<file path="src/rtl/spi_peripheral_tx.sv">
// spi_peripheral_tx: SPI mode-0 peripheral transmitter driving CIPO from a valid/ready byte stream
// Ports: clk/rst_n system clock and async active-low reset; SCLK/spi_cs_n asynchronous controller
// inputs; CIPO/cipo_oe serial data and pad enable; tx_data/tx_valid/tx_ready byte handshake into a
// one-entry holding register; tx_done pulses per completed byte; tx_underrun pulses on idle-fill load.
module spi_peripheral_tx #(
    parameter int DATA_WIDTH = 8,
    parameter logic [DATA_WIDTH-1:0] IDLE_FILL = '0,
    parameter int SYNC_STAGES = 2
) (
    input  logic                  clk,
    input  logic                  rst_n,
    input  logic                  SCLK,
    input  logic                  spi_cs_n,
    output logic                  CIPO,
    output logic                  cipo_oe,
    input  logic [DATA_WIDTH-1:0] tx_data,
    input  logic                  tx_valid,
    output logic                  tx_ready,
    output logic                  tx_done,
    output logic                  tx_underrun
);
    localparam int CW = $clog2(DATA_WIDTH + 1);
    typedef enum logic [1:0] {IDLE, LOAD, SHIFT} state_t;
    state_t                state;
    logic [SYNC_STAGES-1:0] sclk_sync, cs_sync;
    logic                  sclk_d, cs_d;
    logic [DATA_WIDTH-1:0] shift_reg, hold_reg;
    logic                  hold_valid, byte_seen;
    logic [CW-1:0]         bit_cnt;
    logic                  sclk_s, cs_s, sclk_rise, sclk_fall, cs_fall, accept, load_now;
    assign sclk_s    = sclk_sync[SYNC_STAGES-1];
    assign cs_s      = cs_sync[SYNC_STAGES-1];
    assign sclk_rise = sclk_s & ~sclk_d;
    assign sclk_fall = ~sclk_s & sclk_d;
    assign cs_fall   = cs_d & ~cs_s;
    assign tx_ready  = ~hold_valid;
    assign accept    = tx_valid & ~hold_valid;
    // A byte boundary reload only happens once a byte has completed in this frame;
    // the first byte of a frame is loaded by the LOAD state instead.
    assign load_now  = ~cs_s & ((state == LOAD) |
                       (state == SHIFT & sclk_fall & bit_cnt == '0 & byte_seen));
    assign CIPO      = cipo_oe & shift_reg[DATA_WIDTH-1];
    always_ff @(posedge clk or negedge rst_n) begin
        if (!rst_n) begin
            sclk_sync   <= '0;
            cs_sync     <= '1;
            sclk_d      <= 1'b0;
            cs_d        <= 1'b1;
            state       <= IDLE;
            shift_reg   <= '0;
            hold_reg    <= '0;
            hold_valid  <= 1'b0;
            byte_seen   <= 1'b0;
            bit_cnt     <= '0;
            cipo_oe     <= 1'b0;
            tx_done     <= 1'b0;
            tx_underrun <= 1'b0;
        end else begin
            sclk_sync   <= {sclk_sync[SYNC_STAGES-2:0], SCLK};
            cs_sync     <= {cs_sync[SYNC_STAGES-2:0], spi_cs_n};
            sclk_d      <= sclk_s;
            cs_d        <= cs_s;
            cipo_oe     <= ~cs_s;
            tx_done     <= 1'b0;
            tx_underrun <= 1'b0;
            if (accept) begin
                hold_reg   <= tx_data;
                hold_valid <= 1'b1;
            end
            // Uses hold_valid from the start of the cycle; a same-cycle accept waits for the next boundary.
            if (load_now) begin
                if (hold_valid) begin
                    shift_reg  <= hold_reg;
                    hold_valid <= 1'b0;
                end else begin
                    shift_reg   <= IDLE_FILL;
                    tx_underrun <= 1'b1;
                end
            end
            if (cs_s) begin
                state     <= IDLE;
                bit_cnt   <= '0;
                byte_seen <= 1'b0;
            end else begin
                case (state)
                    IDLE: begin
                        state     <= cs_fall ? LOAD : IDLE;
                        bit_cnt   <= '0;
                        byte_seen <= 1'b0;
                    end
                    LOAD: state <= SHIFT;
                    SHIFT: begin
                        if (sclk_rise) begin
                            if (bit_cnt == CW'(DATA_WIDTH - 1)) begin
                                bit_cnt   <= '0;
                                tx_done   <= 1'b1;
                                byte_seen <= 1'b1;
                            end else begin
                                bit_cnt <= bit_cnt + 1'b1;
                            end
                        end else if (sclk_fall && bit_cnt != '0) begin
                            shift_reg <= {shift_reg[DATA_WIDTH-2:0], 1'b0};
                        end
                    end
                    default: state <= IDLE;
                endcase
            end
        end
    end
endmodule
</file>
<file path="config.mk">
export PLATFORM = sky130hd
export DESIGN_NAME = spi_peripheral_tx
export DESIGN_NICKNAME = d
export VERILOG_FILES = /design/src/rtl/spi_peripheral_tx.sv
export SDC_FILE = /design/constraint.sdc
export NUM_CORES = 1
export LEC_CHECK = 0
export CELL_PAD_IN_SITES_DETAIL_PLACEMENT = 1
export CELL_PAD_IN_SITES_GLOBAL_PLACEMENT = 1
export CORE_MARGIN = 3
export CORE_UTILIZATION = 43
export DETAILED_ROUTE_END_ITERATION = 8
export MAX_ROUTING_LAYER = met4
export PLACE_DENSITY_LB_ADDON = 0.1
export SLEW_MARGIN = 30
export SYNTH_ARGS = -nofsm -noshare
export SYNTH_HDL_FRONTEND = slang
export SYNTH_SLANG_ARGS = --single-unit
</file>
<file path="constraint.sdc">
create_clock -name clk -period 2.09 [get_ports clk]
set_clock_uncertainty 0.05 [all_clocks]
set_input_delay 0.3135 -clock clk [delete_from_list [all_inputs] [get_ports clk]]
set_output_delay 0.3135 -clock clk [all_outputs]
set_load 0.02 [all_outputs]
</file>
==> out/results.ini <==
[run_status]
status=finished, final reports clean

[place]
gp_congestion=0.8498
port_buffers=17
placed_area_mm2=0.001788
dp_hpwl_um=2432
dp_cells=205

[critical_path]
slowest_stage=or3_1
crit_family=simple AND/OR/NAND/NOR gates
cp_cell_sequence=or3b_4 -> or3_1 -> nor2_1 -> a31oi_1
worstPathRequired_ps=2220
cp_data_arrival_time_ps=2010
slowest_delay_ps=580
path_max_fanout=14
critPathLaunchType=flip-flop
path_buf_inv=0
r2r_setup_slack_ps=210
crit_type=flip-flop to flip-flop
end_kind=flip-flop

[detailed_routing]
drt_iter0_markers=71
via_count=1171
avgViaCountPerCell=5.498
wl_per_cell_um=15.72
drt-pass1-iter-count=4
drc=0
detail-route-antenna-nets=0
wirelength_um=3349

[sta]
timing.fmax_mhz=530.9
drv_slew=0
period_share=0.9013
grt_setup_unrepaired=false
finalSetupViolCount=0
final.min_clock_period_ps=1884
setup_tns_ps=0
hold_viol=0
tightest_slew_ps=425.1
max_slew_margin=0.7166

[power]
ir_drop_uv=602.1
powerDensity_mw_per_mm2=900.4
pwr-share-clk=0.285
power_frac_comb=0.209
switchingPower_uw=475.6
p_int_mw=1.210
seq_power_share=0.506
switching_share=0.2822
p_leak_nw=0.8108

[synthesis]
synth-seq-area-share=0.5351
syn_area_mm2=0.001550
syn_area_per_cell_um2=10.84
synth-seq-cells=33
syn-num-nets=158
synth_cell_types=33
syn_inst=143
yosys_warnings=0

[clock_tree]
cts.clk_slew.worst_paths_ps=110
numCtsBuffers=5
cts_sinks=33
cts_setup_buffers=0
clockBufferDepth=2
hold_buffers=0
h-tree-depth=2
clk_latency_ps=330
postCtsResizedCells=0
cts-root-buf=clkbuf_4
cts_tree=built

[grt]
grt-ovfl-total=0
grt_max_degree=34
grt_usage=0.1892
grt_pass1_vias=1283
antenna_found_initial=0
grt_first_pass_wirelength_um=6161

[floorplanning]
io_pins=18
coreArea_mm2=0.003416
die_x_um=66.05
die-height_um=66.05
dieArea_mm2=0.004362
start_util=0.4538
num_rows=21

[cells_and_area]
layout_common_cells=dfrtp_1, a31oi_1, clkdlybuf4s50_1
drive_gt1_frac=0.1796
postLayoutCoreUtil=0.5480
nets=181
syn2layout_area_growth_pct=20.74
final_common_cell=dfrtp_1
antenna_cells=0
fin_cells=213
fin_area_mm2=0.001872

[run]
cap_viol_max_count=0

[hold_path]
hold_path_class=input pin to asynchronous set/reset pin

-- synthesized netlist by cell type (all sizes together) --
cell	count	area [um^2]
a21o	3	22.52
nor4	2	12.51
a222oi	1	10.01
a22o	2	17.52
nor4b	1	8.760
o22ai	2	12.51
and2	1	6.260
a21oi	2	10.01
nor3	3	15.01
nor2b	2	12.51
o211a	6	60.06
clkbuf	6	22.52
nand3b	1	7.510
or3	1	6.260
buf	4	35.03
nand2	5	18.77
o31a	1	8.760
xnor2	1	8.760
mux2	8	90.09
inv	7	26.28
nand2b	2	12.51
and3	7	43.79
a22oi	1	7.510
dfstp	3	78.83
ha	2	25.02
nor2	14	52.55
nor3b	3	22.52
dfrtp	30	750.7
a31oi	20	125.1
or3b	2	20.02
-- stage by stage --
stage               setup WS, ps  hold slack (ps)  total power [mW]
global route               16.90            303.5             1.798
floorplan                  287.1           -32.09             1.060
finish                     206.4            319.2             1.685
global placement           306.8            294.0             1.200
CTS                        216.4            318.0             1.706
detailed placement         249.8            294.2             1.218
-- logic make-up (layout without fill, tap and decap cells) --
logic type | after synthesis | count (layout) | synth area share
DFF | 33 | 33 | 0.5351
AOI/OAI and AO/OA | 38 | 38 | 0.1768
and+or+nand+nor | 44 | 44 | 0.1542
muxes | 8 | 8 | 0.05811
buffers and inverters | 17 | 41 | 0.05408
xor gates and xnor gates | 1 | 1 | 0.005651
adders and majority gates | 2 | 2 | 0.01614
-- path summary, 6_finish.rpt --
kind | from | endpoint | cells after the start
worst max-delay path | cs_sync[1]$_DFF_PN1_ | shift_reg[1]$_DFF_PN0_ | 4
worst min-delay path | rst_n | bit_cnt[3]$_DFFE_PN0P_ | 2
worst max register to register | cs_sync[1]$_DFF_PN1_ | shift_reg[1]$_DFF_PN0_ | 4
worst min register to register | cs_sync[0]$_DFF_PN1_ | cs_sync[1]$_DFF_PN1_ | 0
max in group asynchronous | rst_n | cs_sync[1]$_DFF_PN1_ | 2
min in group clk | cs_sync[0]$_DFF_PN1_ | cs_sync[1]$_DFF_PN1_ | 0
-- area by class of cell --
class | count | area [um^2]
fillers | 390 | 1544
flip-flops and latches | 33 | 829.5
multi-input cells | 93 | 636.9
repair buffers | 26 | 237.7
well taps | 46 | 57.56
clock inverters | 3 | 46.29
clock buffers | 5 | 37.54
inverters | 7 | 26.28
-- power groups by stage --
| stage | registers, mW | clock network, mW | logic [mW] |
|---|---|---|---|
| final | 0.852 | 0.480 | 0.353 |
| after global routing | 0.872 | 0.535 | 0.390 |
| after CTS | 0.852 | 0.495 | 0.358 |
| after detailed placement | 0.864 | 0 | 0.354 |
| after global placement | 0.859 | 0 | 0.341 |
| after floorplan | 0.827 | 0 | 0.233 |
-- metal layers --
metal	track usage	share of wire	up-vias
met2	0.2854	0.46	27
met3	0.04762	0.043	2
li1	-	-	566
met1	0.2576	0.49	576
met5	-	0	-
met4	0.04569	0.0060	0
Note: power is estimated with default switching activity, not from simulation.
